$ cat src/rtl/multisim_rw_initiator.sv
// rtl/multisim_rw_initiator.sv - burst cmd/rsp initiator; optional watchdog under MULTISIM_RW_TIMEOUT_EN
module multisim_rw_initiator #(
   parameter int ADDR_W         = 8,
   parameter int DATA_W         = 8,
   parameter int SUM_W          = 16,
   parameter int TIMEOUT_CYCLES = 1024
) (
   input  logic              clk,
   input  logic              rst_n,
   input  logic              start,
   input  logic              op_write,
   input  logic [ADDR_W-1:0] base_addr,
   input  logic [ADDR_W-1:0] burst_len,
   input  logic [DATA_W-1:0] wdata_seed,
   output logic              busy,
   output logic              done,
   output logic              err,
   output logic [SUM_W-1:0]  rd_sum,
   output logic [DATA_W-1:0] rd_last,
   output logic              cmd_vld,
   input  logic              cmd_rdy,
   output logic              cmd_rwb,
   output logic [ADDR_W-1:0] cmd_address,
   output logic [DATA_W-1:0] cmd_wdata,
   input  logic              rsp_vld,
   output logic              rsp_rdy,
   input  logic [DATA_W-1:0] rsp_data
);

   typedef enum logic [1:0] {
      S_IDLE = 2'd0,
      S_CMD  = 2'd1,
      S_RSP  = 2'd2,
      S_DONE = 2'd3
   } state_t;

   state_t state, state_nxt;

   // Burst request captured at start; the live inputs are free to change afterwards.
   logic              op_q;
   logic [ADDR_W-1:0] base_q;
   logic [ADDR_W-1:0] len_q;
   logic [DATA_W-1:0] seed_q;
   logic [ADDR_W-1:0] index, index_nxt;

   logic              capture;
   logic              eff_op;
   logic [ADDR_W-1:0] eff_base;
   logic [DATA_W-1:0] eff_seed;
   logic [SUM_W-1:0]  sum_nxt;
   logic [DATA_W-1:0] last_nxt;
   logic              err_nxt;
   logic              rwb_nxt;
   logic [ADDR_W-1:0] addr_nxt;
   logic [DATA_W-1:0] wdata_nxt;

`ifdef MULTISIM_RW_TIMEOUT_EN
   localparam int WAIT_W = $clog2(TIMEOUT_CYCLES + 1);
   logic [WAIT_W-1:0] wait_cnt, wait_nxt;
`endif

   // State register.
   always_ff @(posedge clk or negedge rst_n) begin
      if (!rst_n) begin
         state <= S_IDLE;
      end else begin
         state <= state_nxt;
      end
   end

   // Next state plus next values of every registered output and counter.
   always_comb begin
      state_nxt = state;
      index_nxt = index;
      sum_nxt   = rd_sum;
      last_nxt  = rd_last;
`ifdef MULTISIM_RW_TIMEOUT_EN
      err_nxt   = err;
      wait_nxt  = wait_cnt;
`else
      err_nxt   = 1'b0;
`endif
      capture   = 1'b0;

      case (state)
         S_IDLE: begin
            if (start) begin
               capture   = 1'b1;
               index_nxt = '0;
               sum_nxt   = '0;
               last_nxt  = '0;
               err_nxt   = 1'b0;
               state_nxt = (burst_len != '0) ? S_CMD : S_DONE;
            end
         end
         S_CMD: begin
            if (cmd_rdy) begin
               state_nxt = S_RSP;
            end
`ifdef MULTISIM_RW_TIMEOUT_EN
            else if (wait_cnt == WAIT_W'(TIMEOUT_CYCLES - 1)) begin
               state_nxt = S_DONE;
               err_nxt   = 1'b1;
            end else begin
               wait_nxt = wait_cnt + WAIT_W'(1);
            end
`endif
         end
         S_RSP: begin
            if (rsp_vld) begin
               if (!op_q) begin
                  sum_nxt  = rd_sum + SUM_W'(rsp_data);
                  last_nxt = rsp_data;
               end
               index_nxt = index + ADDR_W'(1);
               state_nxt = (index_nxt == len_q) ? S_DONE : S_CMD;
            end
`ifdef MULTISIM_RW_TIMEOUT_EN
            else if (wait_cnt == WAIT_W'(TIMEOUT_CYCLES - 1)) begin
               state_nxt = S_DONE;
               err_nxt   = 1'b1;
            end else begin
               wait_nxt = wait_cnt + WAIT_W'(1);
            end
`endif
         end
         S_DONE: begin
            state_nxt = S_IDLE;
         end
         default: begin
            state_nxt = S_IDLE;
         end
      endcase

`ifdef MULTISIM_RW_TIMEOUT_EN
      // Every entry into CMD or RSP starts a fresh wait window.
      if (state_nxt != state) begin
         wait_nxt = '0;
      end
`endif

      // On the accepting cycle the request comes straight from the inputs.
      eff_op   = capture ? op_write   : op_q;
      eff_base = capture ? base_addr  : base_q;
      eff_seed = capture ? wdata_seed : seed_q;

      rwb_nxt   = cmd_rwb;
      addr_nxt  = cmd_address;
      wdata_nxt = cmd_wdata;
      if (state_nxt == S_CMD) begin
         rwb_nxt   = !eff_op;
         addr_nxt  = eff_base + index_nxt;
         wdata_nxt = eff_op ? (eff_seed + DATA_W'(index_nxt)) : '0;
      end
   end

   // Registered outputs, captured request and transaction index.
   always_ff @(posedge clk or negedge rst_n) begin
      if (!rst_n) begin
         busy        <= 1'b0;
         done        <= 1'b0;
         err         <= 1'b0;
         cmd_vld     <= 1'b0;
         rsp_rdy     <= 1'b0;
         cmd_rwb     <= 1'b0;
         cmd_address <= '0;
         cmd_wdata   <= '0;
         rd_sum      <= '0;
         rd_last     <= '0;
         index       <= '0;
         op_q        <= 1'b0;
         base_q      <= '0;
         len_q       <= '0;
         seed_q      <= '0;
      end else begin
         busy        <= (state_nxt == S_CMD) || (state_nxt == S_RSP);
         done        <= (state_nxt == S_DONE);
         cmd_vld     <= (state_nxt == S_CMD);
         rsp_rdy     <= (state_nxt == S_RSP);
         err         <= err_nxt;
         cmd_rwb     <= rwb_nxt;
         cmd_address <= addr_nxt;
         cmd_wdata   <= wdata_nxt;
         rd_sum      <= sum_nxt;
         rd_last     <= last_nxt;
         index       <= index_nxt;
         if (capture) begin
            op_q   <= op_write;
            base_q <= base_addr;
            len_q  <= burst_len;
            seed_q <= wdata_seed;
         end
      end
   end

`ifdef MULTISIM_RW_TIMEOUT_EN
   // Handshake wait counter for the watchdog.
   always_ff @(posedge clk or negedge rst_n) begin
      if (!rst_n) begin
         wait_cnt <= '0;
      end else begin
         wait_cnt <= wait_nxt;
      end
   end
`endif

endmodule

$ cat config.mk
export PLATFORM = sky130hd
export DESIGN_NAME = multisim_rw_initiator
export DESIGN_NICKNAME = d
export VERILOG_FILES = /design/src/rtl/multisim_rw_initiator.sv
export SDC_FILE = /design/constraint.sdc
export NUM_CORES = 1
export LEC_CHECK = 0
export CORE_MARGIN = 2
export CORE_UTILIZATION = 40
export CTS_CLUSTER_DIAMETER = 50
export DETAILED_ROUTE_END_ITERATION = 10
export HOLD_SLACK_MARGIN = 0.1
export SETUP_SLACK_MARGIN = 0.3
export SYNTH_ARGS = -nofsm -noshare
export SYNTH_HDL_FRONTEND = slang
export SYNTH_SLANG_ARGS = --single-unit
$ cat constraint.sdc
create_clock -name clk -period 6.5 [get_ports clk]
set_clock_uncertainty 0.2 [all_clocks]
set_input_delay 1.3 -clock clk [delete_from_list [all_inputs] [get_ports clk]]
set_output_delay 1.3 -clock clk [all_outputs]
set_load 0.02 [all_outputs]
==> metrics.yaml <==
clocking:
  ctsHoldBuffers: 0
  clock_sinks: 80
  htreeDepth: 3
  post_cts_resized: 0
  cts_setup_buffers: 0
  numCtsBuffers: 9
  clk-insertion-delay-late_ns: 0.35
  clk_pin_slew_ns: 0.08
  cts_tree: "done"
  cts_buffer_depth: 2
  clock-root-buffer: "clkbuf_8"
min_path:
  holdPathEnd: "rd_last[1]"
  min_path_cells: 2
  hold_class: "flip-flop to flip-flop"
  hp-start: "rd_last[1]"
placed_design:
  io_buffer_count: 82
  place.gp.congestion: 0.7903
  place_hpwl_um: 7229
  place_area_mm2: 0.005305
power_and_ir_drop:
  ir_worst_vdd_uv: 203.3
  p_leak_nw: 2.457
  power.density_mw_per_mm2: 441.4
die:
  core-area_mm2: 0.01075
  io_pins: 84
  die_h_um: 108.3
  rows: 38
  die_area_mm2: 0.01172
  initial_core_util: 0.4048
  fp.dieW_um: 108.3
logic_synthesis:
  synth_fa_ha_area_frac: 0.08861
  synth_edf_count: 0
  syn-cell-area_mm2: 0.004349
  synthCells: 418
  ys_warn_count: 0
  ys.flop_type: "dfrtp_1"
  synth_seq_area_share: 0.4603
  synth_compound_area_frac: 0.1323
  ys_types: 53
  muxShareOfSynthArea: 0.08516
  synth-seq-cells: 80
  synth_top_family_by_area: "simple AND/OR/NAND/NOR gates"
  synth.avg_cell_area_um2: 10.40
  synth-xor-area-share: 0.06444
  synthesis.nets: 485
  yosys.area_share.simple: 0.1346
  async_flop_share: 1.000
global_route:
  grt_pass1_vias: 3368
  use_met1: 0.2321
  grt-busiest-layer: "met2"
  grt_use_met3: 0.02893
  grt_pass1_wl_um: 16190
  grt_usage: 0.1760
  antenna_found_initial: 0
  gr-total-overflow: 0
  grt_use_met2: 0.2956
  grt_max_degree: 81
timing:
  fin_setup_tns_ns: 0
  report.final.hold_viol_count: 0
  fin_crit_ns: 4.847
  worst_pin_slew_ns: 1.065
  fmax_mhz: 206.3
  fin_crit_sh: 0.7457
  finalMaxSlewViolations: 0
  setup_viol: 0
  slew_headroom: 0.2888
  rsz0062_at_grt: "no"
route:
  totalWireLength_um: 9622
  antenna_left: 0
  remaining_drc_errors: 0
  num_vias: 3330
  drtIter0Drc: 98
  avgRoutedWirePerCell_um: 14.94
  vias_per_cell: 5.171
  first_pass_iters: 4
critical_path:
  crit_path_start: "start"
  worstSetupEndpointType: "flip-flop"
  reg2reg_to: "cmd_wdata[6]"
  worstSetupPathType: "input pin to flip-flop"
  critical_path_required_ns: 6.49
  r2r_start: "state[1]"
  cp_cell_sequence: "clkdlybuf4s50_1 > nor3b_4 > a21oi_1 > nand2_1 > o21ai_0 > ha_1 > fa_1 > nand2_1 > a211oi_1 > a311o_1 > a31oi_1 > xor2_1 > o22ai_1"
  arrival_ns: 4.84
  cp-start-kind: "input pin"
  crit_path_top_delay_cell: "nor3b_4"
  slowest_delay_ns: 0.73
  r2r_setup_slack_ns: 2.30
  ff2ff_path_depth: 10
  path_common_cell: "nand2_1"
  cp_max_fo: 17
layout:
  layout.nets: 567
  area_growth_pct: 26.27
  n_antenna_cell: 0
  mostFrequentLayoutCells: "81 x clkdlybuf4s50_1, 80 x dfrtp_1, 41 x nand2_1"
  num-fill-cells: 1027
  final_area_mm2: 0.005492
  drive_gt1_frac: 0.1091
  layout_commonest_cell: "clkdlybuf4s50_1"
run_status:
  status: "completed"
flow_run:
  maxCapViolations: 0
==> worst max-delay path, delay by kind of cell <==
kind / cells / cell delay [ns]
compound gates: 6 / 1.20
simple gates: 3 / 0.97
fa+ha+maj: 2 / 0.68
buf+inv: 1 / 0.52
xor+xnor: 1 / 0.18
==> synthesized netlist by cell type, types with 2 or more instances <==
cell | count | area share
nand2b_1 | 3 | 0.0043
a21o_1 | 8 | 0.014
o21ai_0 | 22 | 0.025
xor2_1 | 10 | 0.020
and3_1 | 2 | 0.0029
a21oi_1 | 25 | 0.029
a211oi_1 | 2 | 0.0035
o31ai_1 | 2 | 0.0035
or4_1 | 2 | 0.0035
ha_1 | 26 | 0.075
nor4b_1 | 2 | 0.0040
nand2_1 | 41 | 0.035
nor4_1 | 3 | 0.0043
fa_1 | 3 | 0.014
nand3b_1 | 2 | 0.0035
mux2_2 | 28 | 0.072
nand3_1 | 14 | 0.016
o211ai_1 | 2 | 0.0035
inv_1 | 23 | 0.020
nor3b_1 | 2 | 0.0035
o22ai_1 | 10 | 0.014
a22o_1 | 6 | 0.012
o21bai_1 | 5 | 0.0086
or3_1 | 3 | 0.0043
nand4_1 | 3 | 0.0043
a31oi_1 | 2 | 0.0029
clkbuf_1 | 9 | 0.0078
or2_2 | 4 | 0.0058
dfrtp_1 | 80 | 0.46
buf_2 | 3 | 0.0035
xnor2_1 | 22 | 0.044
mux2i_1 | 4 | 0.0092
nor2_1 | 18 | 0.016
nor3_1 | 4 | 0.0046
o21a_1 | 2 | 0.0035
nor2b_1 | 4 | 0.0058
==> state kept, by name (all words and copies together), names as in the netlist, 2 cells and up <==
register     flops
rd_sum          16
base_q           8
len_q            8
seed_q           8
state            2
cmd_address      8
index            8
cmd_wdata        8
rd_last          8
==> stage by stage <==
| stage | hold WS, ns | utilization | setup slack, ns | total power [W] | cells |
|---|---|---|---|---|---|
| 6_report | 0.2662 | 0.5111 | 1.653 | 0.002424 | 644 |
| 4_1_cts | 0.2747 | 0.5111 | 1.674 | 0.002455 | 644 |
| 3_3_place_gp | 0.2488 | 0.4937 | 1.410 | 0.002075 | 629 |
| 5_1_grt | 0.3013 | 0.5111 | 1.405 | 0.002625 | 644 |
| 2_1_floorplan | 0.2745 | - | 2.061 | 0.001661 | 418 |
| 3_5_place_dp | 0.2549 | 0.4937 | 1.275 | 0.002093 | 629 |
==> power breakdown <==
| part | internal (W) | total [W] | leakage, nW | switching (W) |
|---|---|---|---|---|
| registers | 0.000695 | 0.000825 | 1.02 | 0.000131 |
| logic | 0.000594 | 0.00124 | 1.35 | 0.000650 |
| clock network | 0.000175 | 0.000355 | 0.0883 | 0.000180 |
==> metal layers <==
layer  routed length [um]  vias up
met5                    0        -
met3                  469       11
met1                 4402     1600
li1                     -     1641
met2                 4611       78
met4                  139        0
==> worst max-delay path by stage <==
stage,end
floorplan,cmd_wdata[6]
global placement,cmd_wdata[6]
finish,cmd_wdata[6]
CTS,cmd_wdata[6]
global route,cmd_wdata[6]
detailed placement,cmd_wdata[6]
==> area by class of cell <==
type,instances,area [um2],area share
multi-input combinational,301,2201,0.4008
sequential,80,2002,0.3645
timing repair buffer,85,840.8,0.1531
tap,140,175.2,0.03190
clock buffer,10,127.6,0.02324
inverter,23,86.33,0.01572
clock inverter,5,58.81,0.01071
==> cells by family after synthesis <==
| logic type | after synthesis |
|---|---|
| adders and majority gates | 29 |
| AOI/OAI and AO/OA | 92 |
| DFF | 80 |
| buffers and inverters | 37 |
| other | 1 |
| xor gates and xnor gates | 32 |
| and+or+nand+nor | 114 |
| muxes | 33 |
Note: power is estimated with default switching activity, not from simulation.
